<file path="src/rtl/ram_bus_pkg.sv">
`default_nettype none
// ============================================================================
// Module      : ram_bus_pkg
// Description : Shared definitions for the PDP-11 style RAM bus initiator.
//               - Bus command encodings (DATI / DATO / DATIP / reserved)
//               - FSM state enumeration
//               - Read-latency bounds and latency-counter type
// Revision    : 1.0 - initial release
// ============================================================================
package ram_bus_pkg;

  // Bus command encodings carried on cmd_i
  localparam logic [1:0] CMD_DATI  = 2'b00;  // read
  localparam logic [1:0] CMD_DATO  = 2'b01;  // write
  localparam logic [1:0] CMD_DATIP = 2'b10;  // read and lock for a following DATO
  localparam logic [1:0] CMD_RSVD  = 2'b11;  // reserved, always faults

  // Legal range of the RD_LAT parameter
  localparam int RD_LAT_MIN = 1;
  localparam int RD_LAT_MAX = 4;

  // Latency counter holds RD_LAT-1 down to 0
  localparam int CNT_W = $clog2(RD_LAT_MAX);
  typedef logic [CNT_W-1:0] cnt_t;

  typedef enum logic [2:0] {
    ST_IDLE    = 3'd0,
    ST_READ    = 3'd1,
    ST_CAPTURE = 3'd2,
    ST_WRITE   = 3'd3,
    ST_RESP    = 3'd4
  } state_e;

endpackage : ram_bus_pkg
`default_nettype wire

</file>
<file path="src/rtl/ram_byte_lane.sv">
`default_nettype none
// ============================================================================
// Module      : ram_byte_lane
// Description : Combinational byte-lane steering between the 16-bit RAM port
//               and the requester.
//               Read side : picks the addressed byte (zero-extended) for byte
//                           reads, passes the whole word otherwise.
//               Write side: replicates the low byte onto both lanes for byte
//                           writes so the RAM can pick its lane from addr[0].
// Ports       : rd_addr0_i  - byte-address bit 0 of the read
//               rd_byte_i   - read is a byte access
//               rd_dout_i   - raw RAM read word
//               rd_rdata_o  - steered read data
//               wr_byte_i   - write is a byte access
//               wr_wdata_i  - requester write data
//               wr_din_o    - data to present on the RAM write port
// Revision    : 1.0 - initial release
// ============================================================================
module ram_byte_lane (
  input  logic        rd_addr0_i,
  input  logic        rd_byte_i,
  input  logic [15:0] rd_dout_i,
  output logic [15:0] rd_rdata_o,
  input  logic        wr_byte_i,
  input  logic [15:0] wr_wdata_i,
  output logic [15:0] wr_din_o
);

  always_comb begin
    rd_rdata_o = rd_dout_i;
    if (rd_byte_i) begin
      rd_rdata_o = {8'h00, (rd_addr0_i ? rd_dout_i[15:8] : rd_dout_i[7:0])};
    end
  end

  always_comb begin
    wr_din_o = wr_wdata_i;
    if (wr_byte_i) begin
      wr_din_o = {wr_wdata_i[7:0], wr_wdata_i[7:0]};
    end
  end

endmodule : ram_byte_lane
`default_nettype wire

</file>
<file path="src/rtl/ram_bus_master.sv">
`default_nettype none
// ============================================================================
// Module      : ram_bus_master
// Description : Bus initiator driving a synchronous 16-bit word RAM for one
//               DATI / DATO / DATIP request at a time. Handles byte-lane
//               steering, odd-address word faults, reserved-command faults
//               and the DATIP->DATO read-modify-write lock. Completes every
//               accepted request with a single-cycle response.
// Ports       : clk_i, reset_i            - clock, async active-high reset
//               req_i, cmd_i, req_byte_i,
//               req_addr_i, req_wdata_i   - request (accepted on req_i & ready_o)
//               ready_o                   - able to accept a request
//               rsp_valid_o, rsp_rdata_o,
//               rsp_err_o                 - single-cycle response
//               locked_o                  - DATIP done, matching DATO pending
//               ram_addr_o, ram_din_o,
//               ram_dout_i, ram_rd_o,
//               ram_wr_o, ram_byte_o      - RAM port (strobes registered)
// Revision    : 1.0 - initial release
// ============================================================================
module ram_bus_master #(
  parameter int RD_LAT = 1
) (
  input  logic        clk_i,
  input  logic        reset_i,
  input  logic        req_i,
  input  logic [1:0]  cmd_i,
  input  logic        req_byte_i,
  input  logic [15:0] req_addr_i,
  input  logic [15:0] req_wdata_i,
  output logic        ready_o,
  output logic        rsp_valid_o,
  output logic [15:0] rsp_rdata_o,
  output logic        rsp_err_o,
  output logic        locked_o,
  output logic [15:0] ram_addr_o,
  output logic [15:0] ram_din_o,
  input  logic [15:0] ram_dout_i,
  output logic        ram_rd_o,
  output logic        ram_wr_o,
  output logic        ram_byte_o
);

  import ram_bus_pkg::*;

  state_e      state_q, state_d;
  cnt_t        cnt_q, cnt_d;
  logic [1:0]  cmd_q;
  logic        lock_q, lock_d;
  logic [15:0] ram_addr_q, ram_din_q;
  logic        ram_byte_q, ram_rd_q, ram_wr_q;
  logic [15:0] rsp_rdata_q, rsp_rdata_d;
  logic        rsp_err_q, rsp_err_d;

  logic        can_accept;
  logic        accept;
  logic        lock_match;
  logic        fault;
  logic [15:0] lane_rdata;
  logic [15:0] lane_din;

  // Read steering works on the latched request; write replication works on
  // the incoming request so the RAM data is ready in the WRITE cycle.
  ram_byte_lane u_lane (
    .rd_addr0_i (ram_addr_q[0]),
    .rd_byte_i  (ram_byte_q),
    .rd_dout_i  (ram_dout_i),
    .rd_rdata_o (lane_rdata),
    .wr_byte_i  (req_byte_i),
    .wr_wdata_i (req_wdata_i),
    .wr_din_o   (lane_din)
  );

  assign can_accept = (state_q == ST_IDLE) || (state_q == ST_RESP);
  assign accept     = req_i & can_accept;

  // While locked, ram_addr_q/ram_byte_q still hold the DATIP's address and
  // size because nothing else has been accepted since it.
  assign lock_match = (cmd_i == CMD_DATO) && (req_addr_i == ram_addr_q) &&
                      (req_byte_i == ram_byte_q);

  assign fault = (!req_byte_i && req_addr_i[0]) ||
                 (cmd_i == CMD_RSVD) ||
                 (lock_q && !lock_match);

  // --------------------------------------------------------------------------
  // State and datapath registers
  // --------------------------------------------------------------------------
  always_ff @(posedge clk_i or posedge reset_i) begin
    if (reset_i) begin
      state_q     <= ST_IDLE;
      cnt_q       <= '0;
      cmd_q       <= CMD_DATI;
      lock_q      <= 1'b0;
      ram_addr_q  <= '0;
      ram_din_q   <= '0;
      ram_byte_q  <= 1'b0;
      ram_rd_q    <= 1'b0;
      ram_wr_q    <= 1'b0;
      rsp_rdata_q <= '0;
      rsp_err_q   <= 1'b0;
    end else begin
      state_q     <= state_d;
      cnt_q       <= cnt_d;
      lock_q      <= lock_d;
      rsp_rdata_q <= rsp_rdata_d;
      rsp_err_q   <= rsp_err_d;
      // Strobes follow the state being entered so they are flop outputs
      // aligned with the READ/WRITE cycles.
      ram_rd_q    <= (state_d == ST_READ);
      ram_wr_q    <= (state_d == ST_WRITE);
      if (accept) begin
        cmd_q      <= cmd_i;
        ram_addr_q <= req_addr_i;
        ram_byte_q <= req_byte_i;
        if ((cmd_i == CMD_DATO) && !fault) begin
          ram_din_q <= lane_din;
        end
      end
    end
  end

  // --------------------------------------------------------------------------
  // Next-state logic
  // --------------------------------------------------------------------------
  always_comb begin
    state_d = state_q;
    cnt_d   = cnt_q;
    case (state_q)
      ST_IDLE, ST_RESP: begin
        if (accept) begin
          if (fault) begin
            state_d = ST_RESP;
          end else if (cmd_i == CMD_DATO) begin
            state_d = ST_WRITE;
          end else begin
            state_d = ST_READ;
            cnt_d   = cnt_t'(RD_LAT - 1);
          end
        end else begin
          state_d = ST_IDLE;
        end
      end
      ST_READ: begin
        if (cnt_q == '0) begin
          state_d = ST_CAPTURE;
        end else begin
          cnt_d = cnt_q - 1'b1;
        end
      end
      ST_CAPTURE: state_d = ST_RESP;
      ST_WRITE:   state_d = ST_RESP;
      default:    state_d = ST_IDLE;
    endcase
  end

  // Response data, error flag and lock updates
  always_comb begin
    rsp_err_d   = accept && fault;
    rsp_rdata_d = rsp_rdata_q;
    if (state_q == ST_CAPTURE) begin
      rsp_rdata_d = lane_rdata;
    end else if (accept) begin
      rsp_rdata_d = '0;
    end

    lock_d = lock_q;
    if (accept && fault) begin
      lock_d = 1'b0;
    end else if ((state_q == ST_CAPTURE) && (cmd_q == CMD_DATIP)) begin
      lock_d = 1'b1;
    end else if (state_q == ST_WRITE) begin
      // A DATO only reaches WRITE while locked if it was the matching one.
      lock_d = 1'b0;
    end
  end

  // --------------------------------------------------------------------------
  // Outputs
  // --------------------------------------------------------------------------
  always_comb begin
    ready_o     = can_accept;
    rsp_valid_o = (state_q == ST_RESP);
    rsp_rdata_o = rsp_rdata_q;
    rsp_err_o   = rsp_err_q;
    locked_o    = lock_q;
    ram_addr_o  = ram_addr_q;
    ram_din_o   = ram_din_q;
    ram_rd_o    = ram_rd_q;
    ram_wr_o    = ram_wr_q;
    ram_byte_o  = ram_byte_q;
  end

endmodule : ram_bus_master
`default_nettype wire

</file>
<file path="config.mk">
export PLATFORM = sky130hd
export DESIGN_NAME = ram_bus_master
export DESIGN_NICKNAME = d
export VERILOG_FILES = /design/src/rtl/ram_bus_pkg.sv /design/src/rtl/ram_byte_lane.sv /design/src/rtl/ram_bus_master.sv
export SDC_FILE = /design/constraint.sdc
export NUM_CORES = 1
export LEC_CHECK = 0
export CAP_MARGIN = 10
export CORE_MARGIN = 1
export CORE_UTILIZATION = 39
export DETAILED_ROUTE_END_ITERATION = 7
export PLACE_DENSITY = 0.76
export SYNTH_ARGS = -nofsm -noshare
export SYNTH_HDL_FRONTEND = slang
export SYNTH_SLANG_ARGS = --single-unit
</file>
<file path="constraint.sdc">
create_clock -name clk_i -period 1.8 [get_ports clk_i]
set_input_delay 0.18 -clock clk_i [delete_from_list [all_inputs] [get_ports clk_i]]
set_output_delay 0.18 -clock clk_i [all_outputs]
set_load 0.02 [all_outputs]
</file>
Word level (Yosys, flattened, before mapping)
Cells that the tools add are included.
{"block": "classes", "addsub": 1, "eq_ne": 15, "n_mux": 18, "n_bitwise": 1, "n_reduce_logical": 22}
{"cell": "two-way mux 16 bit", "count": 4}
{"cell": "equality test 16 bit", "count": 1}
{"cell": "two-way mux 2 bit", "count": 5}
{"cell": "equality test 3 x 2 -> 1 bit (second input constant)", "count": 3}
{"cell": "two-way mux 3 bit", "count": 3}
{"cell": "case mux 3 bit (3 select lines)", "count": 1}
{"cell": "two-way mux 8 bit", "count": 1}
{"cell": "!= test 2 bit (second input constant)", "count": 4}
{"cell": "logical AND 1 bit", "count": 7}
{"cell": "equality test 3 x 1 -> 1 bit (second input constant)", "count": 2}
{"cell": "AND reduction 5 bit", "count": 1}
{"cell": "equality test 2 bit (second input constant)", "count": 2}
{"cell": "case mux 2 bit (2 select lines)", "count": 1}
{"cell": "nonzero test 2 bit", "count": 2}
{"cell": "OR reduction 2 bit", "count": 2}
{"cell": "equality test 3 bit (second input constant)", "count": 1}
{"cell": "logical NOT 1 bit", "count": 3}
{"cell": "logical NOT 3 bit", "count": 1}
{"cell": "logical OR 1 bit", "count": 3}
{"cell": "two-way mux 1 bit", "count": 3}
{"cell": "nonzero test 3 bit", "count": 1}
{"cell": "equality test 2 x 1 -> 1 bit (second input constant)", "count": 1}
{"cell": "logical NOT 2 bit", "count": 1}
{"cell": "AND reduction 2 bit", "count": 1}
{"cell": "other kinds (3)", "count": 3}
{"block": "word_totals", "ff_bits": 60, "input_bits": 54, "output_inout_bits": 55, "word_cells": 68}

Depth between registers and ports, before layout
Gate-level depths: netlist (run 1).
{"block": "depth", "word_depth": 10, "ltp_mapped": 8}

Hierarchy
From an unflattened synthesis (run 1), not the netlist that was laid out.
{"block": "unflattened", "hier_cells": 251, "hier_area_um2": 2842.7}
{"module": "ram_bus_master", "instances": 1, "cells_each": 217, "area_per_inst_um2": 2516.2}
{"module": "ram_byte_lane", "instances": 1, "cells_each": 34, "area_per_inst_um2": 326.6}

Least setup slack after synthesis (run 1)
No wires, ideal clock.
{"block": "synth_timing", "path_type": "register to register", "startpoint": "reg ram_byte_q (netlist: ram_byte_o)", "endpoint": "reg ram_din_q[10] (netlist: ram_din_o[10])", "setup_ps": 128, "arrival_ps": 1689, "required_ps": 1672, "path_slack_ps": -16, "stages_incl_launch_ff": 7, "path_buffers": 1, "period_less_slack_ps": 1816, "path_cell_list": "dfrtp_1 xnor2_1 nand4_1 nor3_2 a31oi_4 buf_6 mux2_1"}
{"block": "synth_between", "elab_chain_len": 8}
{"element": "start, declared", "line_no": "ram_bus_master.sv:51", "rtl": "logic ram_byte_q, ram_rd_q, ram_wr_q;"}
{"element": "start signal, assigned", "line_no": "ram_bus_master.sv:115", "rtl": "ram_byte_q <= req_byte_i;"}
{"element": "equality test 1 bit", "line_no": "ram_bus_master.sv:80", "rtl": "(req_byte_i == ram_byte_q);"}
{"element": "logical AND 1 bit", "line_no": "ram_bus_master.sv:79", "rtl": "assign lock_match = (cmd_i == CMD_DATO) && (req_addr_i == ram_addr_q) &&"}
{"element": "logical NOT 1 bit", "line_no": "ram_bus_master.sv:84", "rtl": "(lock_q && !lock_match);"}
{"element": "logical AND 1 bit", "line_no": "ram_bus_master.sv:84"}
{"element": "logical OR 1 bit", "line_no": "ram_bus_master.sv:83", "rtl": "(cmd_i == CMD_RSVD) ||"}
{"element": "logical NOT 1 bit", "line_no": "ram_bus_master.sv:116", "rtl": "if ((cmd_i == CMD_DATO) && !fault) begin"}
{"element": "logical AND 1 bit", "line_no": "ram_bus_master.sv:116"}
{"element": "AND reduction 2 bit (no source line)"}
{"element": "end signal, assigned", "line_no": "ram_bus_master.sv:117", "rtl": "ram_din_q <= lane_din;"}
{"element": "end, declared", "line_no": "ram_bus_master.sv:50", "rtl": "logic [15:0] ram_addr_q, ram_din_q;"}
No other way between the ends.
A chain may end at the register's enable or synchronous reset.

Worst setup path after layout (run 1)
{"block": "layout_timing", "startpoint": "reg ram_addr_q[5] (netlist: ram_addr_o[5])", "endpoint": "reg ram_din_q[11] (netlist: ram_din_o[11])"}
{"block": "layout_between", "elab_chain_len": 9}
{"element": "start, declared", "line_no": "ram_bus_master.sv:50"}
{"element": "start signal, assigned", "line_no": "ram_bus_master.sv:114", "rtl": "ram_addr_q <= req_addr_i;"}
{"element": "equality test 16 bit", "line_no": "ram_bus_master.sv:79"}
{"element": "logical AND 1 bit (2 in series)", "line_no": "ram_bus_master.sv:79"}
{"element": "logical NOT 1 bit", "line_no": "ram_bus_master.sv:84"}
{"element": "logical AND 1 bit", "line_no": "ram_bus_master.sv:84"}
{"element": "logical OR 1 bit", "line_no": "ram_bus_master.sv:83"}
{"element": "logical NOT 1 bit", "line_no": "ram_bus_master.sv:116"}
{"element": "logical AND 1 bit", "line_no": "ram_bus_master.sv:116"}
{"element": "AND reduction 2 bit (no source line)"}
No other way between the ends.

==> flow_summary.ini, run 1 <==
[sta]
tns_ns = -0.0329
worst_pin_slew_ns = 0.494
rsz0062_at_grt = yes
timing.fmax_mhz = 551
hold_violations = 0
finalSetupViolCount = 5
min_period_ns = 1.81
relSlewSlack_pct = 67.0
fin_skew_ns = 0.00890
slew_viol_final = 0
setup_ws_ns = -0.0150
period_share_pct = 101

[clock_tree]
cts.path.max_buffers = 2
cts_tree = built
numCtsBuffers = 9
htreeDepth = 3
clk_pin_slew_ns = 0.07
clockRootBuffer = clkbuf_8
cts_sinks = 60
clkLatencyLatePin_ns = 0.33

[worst_setup_path]
max_stage_delay_ns = 0.44
crit_cells = 6
cp_top_family = flip-flops
worstPathMaxFanout = 18
crit_slowest_cell = dfrtp_2
r2r_cells = 6
startpoint_type = flop
critPathCaptureType = flop
cp.arrival_ns = 2.02
critPathBufInv = 1
criticalPathCategory = flop to flop
cp.required_ns = 2.01
worstPathCellList = xnor2_2, nand4_1, nor3_2, a31oi_4, buf_12, mux2_1

[run_status]
status = finished, violations left
violations = setup timing

[grt]
grt_antenna_before_repair = 0
grtUsageTotal_pct = 18.3
grt_pass1_vias = 2166
grt_pass1_wl_um = 10200
grt_remaining_overflow = 0
grt_start_max_net_pins = 24

[placement]
numPortBuffers = 108
hpwl_um = 4510
gp_congestion = 0.809
dpl_cell_area_sq_um = 4050

[synth]
syn_nets = 261
avgSynthCellArea_sq_um = 13.1
ys_types = 33
synth.top_cell.area_share_pct = 55.5
synth_area_sq_um = 2710
postSynthCellCount = 206
ys_seq_elements = 60
synth_largest_area_cell = dfrtp_1
yosys_warnings = 0
synthTopCellsByArea = dfrtp_1 56%, mux2_2 13%, xnor2_1 5.2%
ys_seq_area_share_pct = 55.5

[pwr]
p_per_area_nw_per_um2 = 1690
p_leak_uw = 0.00190
irDropWorstVdd_v = 0.000925

[die]
die_w_um = 85.3
start_util_pct = 41.4
dieArea_sq_um = 7270
rows = 29
dieHeight_um = 85.3
core-area_sq_um = 6530
top_level_ports = 109

[drt]
wl_per_cell_um = 14.9
drtIter0Drc = 70
detail-route-antenna-nets = 0
drt-total-wl_um = 6260
route.detailed.drc = 0
via_per_inst = 4.90
firstDrtPassIters = 4
num_vias = 2059

[layout]
area_growth_pct = 61.0
final_util_pct = 66.7
antenna_cells = 0
fin_nets = 393
drive_gt1_share_pct = 27.1
fin_area_sq_um = 4350

[flow_run]
cap_violations = 0

[min_path]
min_path_type = input pin to async pin
## timing repair
action / 4_1_cts / 5_1_grt
endpoints found under the setup margin: 13 / 19
pin swaps: 1 / 5
buffers inserted: 1 / 0
hold buffers: 0 / 0
gates resized for setup: 2 / 14
## per-stage QoR
stage          std cells  total power [uW]  setup WS [ns]  hold slack [ns]
2_1_floorplan        206              4190       0.000434            0.297
3_5_place_dp         404              5890         -0.271            0.480
5_1_grt              420              7790        -0.0631            0.190
6_report             420              7370        -0.0150            0.180
4_1_cts              421              7320        0.00616            0.187
3_3_place_gp         404              5800         -0.195            0.461
## power breakdown
group | internal (uW) | switching [uW]
combinational | 1960 | 1610
clock | 916 | 506
sequential | 1960 | 431
total | 4830 | 2540
## synth_stat cells (all sizes together)
master	instances
o211ai	1
nand2	13
a211oi	1
a31oi	3
o21a	1
and2	1
mux2	42
buf	4
nor2b	3
or2	1
o31ai	1
nand2b	3
inv	6
nor3b	2
ha	1
nor2	3
nand3b	1
dfrtp	60
nor3	3
o21ai	13
nand4	4
xnor2	16
a21boi	1
a22o	8
xor2	1
mux2i	9
clkbuf	4
## flip-flops by register name (all words and copies together), names as in the netlist
signal / flops
ram_byte_o: 1
ram_rd_o: 1
ram_addr_o: 16
locked_o: 1
cmd_q: 2
ram_wr_o: 1
state_q: 3
ram_din_o: 16
rsp_rdata_o: 16
rsp_err_o: 1
cnt_q: 2
## placed cells by master (no fill, tap or decap), types with 3 or more instances in the layout
cell type        Yosys  routed
dfrtp_1             60      54
clkdlybuf4s50_1      0     106
a22o_1               8       8
nor2b_1              3       3
xnor2_2              0       3
mux2_4               0       9
nand2_1             13      13
nand2b_1             3       3
o21ai_0             13      13
nand4_1              4       4
mux2_2              31      31
bufinv_16            0       3
buf_4                1      17
mux2i_1              9       9
buf_12               0       4
xnor2_1             16      13
dfrtp_2              0       6
clkbuf_8             0       9
nor3_2               3       3
inv_1                6       5
## final cells by class
type / instances / area, sq um
timing repair buffer: 129 / 1290
fill: 501 / 2180
clock buffer: 11 / 131
multi-input combinational: 132 / 1210
clock inverter: 5 / 100
sequential: 60 / 1510
tap: 77 / 96.3
inverter: 6 / 22.5
## kinds of logic (layout without fill, tap and decap cells)
| family | Yosys count | count (layout) | synth area share, % |
|---|---|---|---|
| flip-flops | 60 | 60 | 55.5 |
| multiplexers | 51 | 51 | 20.8 |
| AND/OR/NAND/NOR | 34 | 34 | 7.45 |
| AO/OA/AOI/OAI | 29 | 29 | 7.82 |
| XOR/XNOR | 17 | 17 | 5.50 |
| buffers and inverters | 14 | 151 | 2.45 |
| adder cells (fa/ha/maj) | 1 | 1 | 0.462 |
## path summary, 6_finish.rpt
check / start / to / slack (ns)
setup / recovery: ram_addr_o[5] / ram_din_o[11] / -0.01
hold / removal: reset_i / ram_din_o[6] / 0.18
setup reg to reg: ram_addr_o[5] / ram_din_o[11] / -0.01
hold reg to reg: cnt_q[0] / cnt_q[0] / 0.47
max in group asynchronous: reset_i / ram_addr_o[2] / 1.14
min in group clk_i: cnt_q[0] / cnt_q[0] / 0.47
## per-layer routing
| layer | vias to the layer above | part of all wire [%] | GRT usage, % |
|---|---|---|---|
| li1 | 996 | - | - |
| met1 | 984 | 42 | 22.2 |
| met2 | 75 | 50 | 29.9 |
| met3 | 4 | 7.4 | 7.20 |
| met4 | 0 | 0.64 | 5.91 |
| met5 | - | 0 | 0 |
No activity file was read; power rests on OpenSTA's default activity.
==> run 2: changes to the inputs <==
- CAP_MARGIN: 10 -> 30
- CORE_UTILIZATION: 39 -> 40
- PLACE_DENSITY: 0.76 -> 0.77
- SYNTH_HIERARCHICAL: not set -> 1
==> flow_summary.ini, run 2 <==
[run_status]
status = finished, violations left
violations = setup timing

[synth]
avgSynthCellArea_sq_um = 11.3
postSynthCellCount = 251
yosys-top-cells-count = 60 x dfrtp_1, 55 x nand2_1, 29 x mux2_2
synth_area_sq_um = 2840
synth_largest_area_cell = dfrtp_1
synth.top_cell.area_share_pct = 52.8
yosys_warnings = 6
synth_edf_count = 0
ys_types = 37
ys_seq_elements = 60
synthTopCellsByArea = dfrtp_1 53%, mux2_2 11%, nand2_1 7.3%
synthArstFlopShare_pct = 100
syn_nets = 306
synth_ff_type = dfrtp_1
synth_most_common_cell = dfrtp_1
ys_seq_area_share_pct = 52.8

[clock_tree]
cts.path.max_buffers = 2
clockRootBuffer = clkbuf_8
clkLatencyLatePin_ns = 0.34
cts_tree = built
clk_pin_slew_ns = 0.07
htreeDepth = 3
cts_sinks = 60
numCtsBuffers = 9

[placement]
dpl_cell_area_sq_um = 4210
gp_congestion = 0.782
pre_cts_ws_ns = -0.382
numPortBuffers = 108
hpwl_um = 5310

[min_path]
min_path_type = input pin to async pin

[sta]
finalSetupViolCount = 14
min_period_ns = 1.84
worst_pin_slew_ns = 0.672
timing.fmax_mhz = 544
rsz0062_at_grt = yes
fin_skew_ns = 0.00696
tns_ns = -0.304
setup_ws_ns = -0.0386
relSlewSlack_pct = 55.2
hold_violations = 0
slew_viol_final = 0
period_share_pct = 102

[worst_setup_path]
cp-endpoint = ram_din_o[7]
cp.required_ns = 2.02
worstPathMaxFanout = 5
r2r_cells = 5
r2r_end = ram_din_o[7]
reg2reg_slack_ns = -0.04
critPathCaptureType = flop
criticalPathCategory = flop to flop
cp.arrival_ns = 2.06
critPathLaunch = state_q[1]
r2r_start = state_q[1]
startpoint_type = flop

[layout]
final_cell_mix = 106 x clkdlybuf4s50_1, 56 x dfrtp_1, 54 x nand2_1
fin_area_sq_um = 4580
final_util_pct = 67.0
layout_commonest_cell = clkdlybuf4s50_1
seq_area_sq_um = 1510
area_growth_pct = 61.0
drive_gt1_share_pct = 28.4
num-fill-cells = 523
multi_input_area_sq_um = 1360
antenna_cells = 0
fin_nets = 448

[grt]
grtUsageTotal_pct = 22.1
grt_start_max_net_pins = 61
grt_pass1_vias = 2472
grt_antenna_before_repair = 0
grt_pass1_wl_um = 12400
grt_remaining_overflow = 0

[die]
dieHeight_um = 86.3
die_w_um = 86.3
core-area_sq_um = 6830
start_util_pct = 41.6
top_level_ports = 109
dieArea_sq_um = 7450
rows = 30

[pwr]
p_per_area_nw_per_um2 = 1670
power_uw = 7670
p_leak_uw = 0.00208
irDropWorstVdd_v = 0.000822

[drt]
num_vias = 2447
wl_per_cell_um = 16.5
route.detailed.drc = 0
detail-route-antenna-nets = 0
drt-total-wl_um = 8140
via_per_inst = 4.95
drtIter0Drc = 109
firstDrtPassIters = 4

[flow_run]
cap_violations = 0
## run 2: power breakdown
group          switching (uW)  leakage, uW  internal [uW]
Combinational            1980      0.00123           2150
Sequential                397     0.000761           1950
Clock                     560    0.0000910            631
Total                    2940      0.00208           4730
## run 2: worst min-delay path by stage
stage                   startpoint         endpoint  slack (ns)
global placement          cnt_q[0]         cnt_q[0]        0.46
finish                     reset_i  rsp_rdata_o[14]        0.20
detailed placement        cmd_q[1]         cmd_q[1]        0.47
global route               reset_i  rsp_rdata_o[14]        0.25
CTS                        reset_i  rsp_rdata_o[14]        0.23
floorplan           req_addr_i[11]   ram_addr_o[11]        0.29
## run 2: logic make-up (layout without fill, tap and decap cells)
group                    after synthesis  after routing  synth area share (%)
multiplexers                          34             34                  13.4
adder cells (fa/ha/maj)                1              1                 0.440
XOR/XNOR                              17             17                  5.24
AND/OR/NAND/NOR                       84             84                  14.5
flip-flops                            60             60                  52.8
buffers and inverters                 24            168                  5.19
AO/OA/AOI/OAI                         31             34                  8.41
## run 2: stage by stage
step | instances | hold slack (ns)
global route | 494 | 0.246
CTS | 488 | 0.229
finish | 494 | 0.199
detailed placement | 471 | 0.469
global placement | 471 | 0.460
floorplan | 251 | 0.285
## run 2: worst max-delay path, cell delays in order, from the launching register on
cell and delay [ns]:
dfrtp_1 0.42, nor3b_2 0.26, nand2_2 0.14, nor3_4 0.36, a31o_4 0.23, mux2_4 0.32
## run 2: repair_timing
item                                    CTS  global route
gates cloned                              1             2
resized for setup                         6            24
buffers inserted                          0             4
pin swaps                                 2             5
hold buffers                              0             0
endpoints found under the setup margin   34            17
## run 2: area by class of cell
cell class	count	area share, %
Inverter	6	0.492
Multi-Input combinational cell	170	29.7
Timing Repair Buffer	146	30.1
Sequential cell	60	32.9
Clock buffer	9	2.71
Clock inverter	7	1.48
Tap cell	96	2.62
## run 2: per-layer routing
metal	GRT usage [%]	share of wire [%]
met1	27.0	41
met4	11.8	3.3
met3	4.29	4.7
met5	0	0
met2	37.1	51
==> run 3: changes to the inputs <==
- RECOVER_POWER: not set -> 25
- SLEW_MARGIN: not set -> 20
==> flow_summary.ini, run 3 (synthesis gave the netlist of run 2 again) <==
[sta]
relSlewSlack_pct = 11.9
timing.fmax_mhz = 546
rsz0062_at_grt = yes
hold_violations = 0
period_share_pct = 102
min_period_ns = 1.83
finalSetupViolCount = 13
fin_skew_ns = 0.00756
worst_pin_slew_ns = 1.32
setup_ws_ns = -0.0316
slew_viol_final = 0

[flow_run]
cap_violations = 0

[drt]
route.detailed.drc = 0
drtIter0Drc = 103
firstDrtPassIters = 4
via_per_inst = 4.99
drt-total-wl_um = 8150
num_vias = 2467
detail-route-antenna-nets = 0
wl_per_cell_um = 16.5

[grt]
busiest_layer = met2
grt_start_max_net_pins = 61
grt_pass1_wl_um = 12400
grt_pass1_vias = 2472
grtUsageMet1_pct = 27.0
grtUsageTotal_pct = 22.1
grt_remaining_overflow = 0
grtUsageMet3_pct = 4.29
use_met2_pct = 37.1
grt_antenna_before_repair = 0

[worst_setup_path]
crit_slowest_cell = dfrtp_1
critPathBufInv = 0
cp_top_family = simple AND/OR/NAND/NOR gates
max_stage_delay_ns = 0.42
worstPathMaxFanout = 5
cp.required_ns = 2.02
criticalPathCategory = flop to flop
cp.arrival_ns = 2.05
worstPathCellList = nor3b_2, nand2_2, nor3_4, a31o_4, mux2_4
critPathCaptureType = flop
startpoint_type = flop

[layout]
layoutNonFillerInstCount = 494
final_cell_mix = 106 x clkdlybuf4s50_1, 56 x dfrtp_1, 54 x nand2_1
num-fill-cells = 525
area_growth_pct = 60.5
drive_gt1_share_pct = 28.1
fin_area_sq_um = 4560
final_util_pct = 66.8
fin_nets = 448
seq_area_sq_um = 1510
multi_input_area_sq_um = 1360
antenna_cells = 0
layout_commonest_cell = clkdlybuf4s50_1

[die]
start_util_pct = 41.6
rows = 30
dieHeight_um = 86.3
dieArea_sq_um = 7450
top_level_ports = 109
core-area_sq_um = 6830
die_w_um = 86.3

[pwr]
p_leak_uw = 0.00207
irDropWorstVdd_v = 0.000821
p_per_area_nw_per_um2 = 1680

[clock_tree]
numCtsBuffers = 9
clk_pin_slew_ns = 0.07
cts_sinks = 60
htreeDepth = 3
clkLatencyLatePin_ns = 0.34
clockRootBuffer = clkbuf_8
cts.path.max_buffers = 2
cts_tree = built

[placement]
dpl_cell_area_sq_um = 4210
placed_cells = 471
numPortBuffers = 108
gp_congestion = 0.782
hpwl_um = 5310

[run_status]
violations = setup timing
status = finished, violations left

[min_path]
min_path_type = input pin to flop
## run 3: cell types whose count changed in the layout (fill, tap and decap cells not counted)
cell / delta
buf_12: -1
buf_2: +1
clkinv_1: +1
inv_2: -1
## run 3: repair_timing
item                                    in CTS  in global routing
gates resized for setup                      6                 24
pin swaps                                    2                  5
endpoints found under the setup margin      34                 17
hold buffers                                 0                  0
setup buffers                                0                  4
gates cloned                                 1                  2
## run 3: tightest hold or removal path, cell delays in order
cell	delay, ns
clkdlybuf4s50_1	0.43
nand2_1	0.07
nand2_1	0.04
## run 3: worst paths after layout
check	slack, ns	cells after the start	start	to
setup / recovery	-0.03	5	state_q[1]	ram_din_o[7]
hold / removal	0.42	3	req_addr_i[11]	ram_addr_o[11]
setup reg to reg	-0.03	5	state_q[1]	ram_din_o[7]
hold reg to reg	0.48	2	cmd_q[1]	cmd_q[1]
max in group asynchronous	0.30	3	reset_i	ram_addr_o[3]
min in group asynchronous	0.60	3	reset_i	rsp_rdata_o[14]
## run 3: power by group
part | internal, uW | switching (uW) | total (uW)
clock network | 631 | 560 | 1190
registers | 1950 | 396 | 2350
logic | 2140 | 1980 | 4120
## run 3: metal layers
metal | part of all wire [%] | routed length, um
met1 | 42 | 3420
met4 | 3.4 | 273
met5 | 0 | 0
met2 | 51 | 4140
met3 | 3.9 | 320
## run 3: per-stage QoR
step | power (uW) | worst slack [ns] | TNS (ns) | hold slack, ns
finish | 7660 | -0.0316 | -0.240 | 0.420
global placement | 6140 | -0.310 | -8.32 | 0.460
global route | 8100 | -0.105 | -1.28 | 0.434
detailed placement | 6250 | -0.382 | -9.71 | 0.469
floorplan | 4320 | -0.112 | -0.871 | 0.285
CTS | 7460 | -0.0425 | -0.306 | 0.229
## run 3: cell type report
class | instances | share of cell area [%]
multi-input combinational | 170 | 29.8
tap | 96 | 2.63
sequential | 60 | 33.0
inverter | 6 | 0.494
clock inverter | 7 | 1.48
clock buffer | 9 | 2.71
timing repair buffer | 146 | 29.8
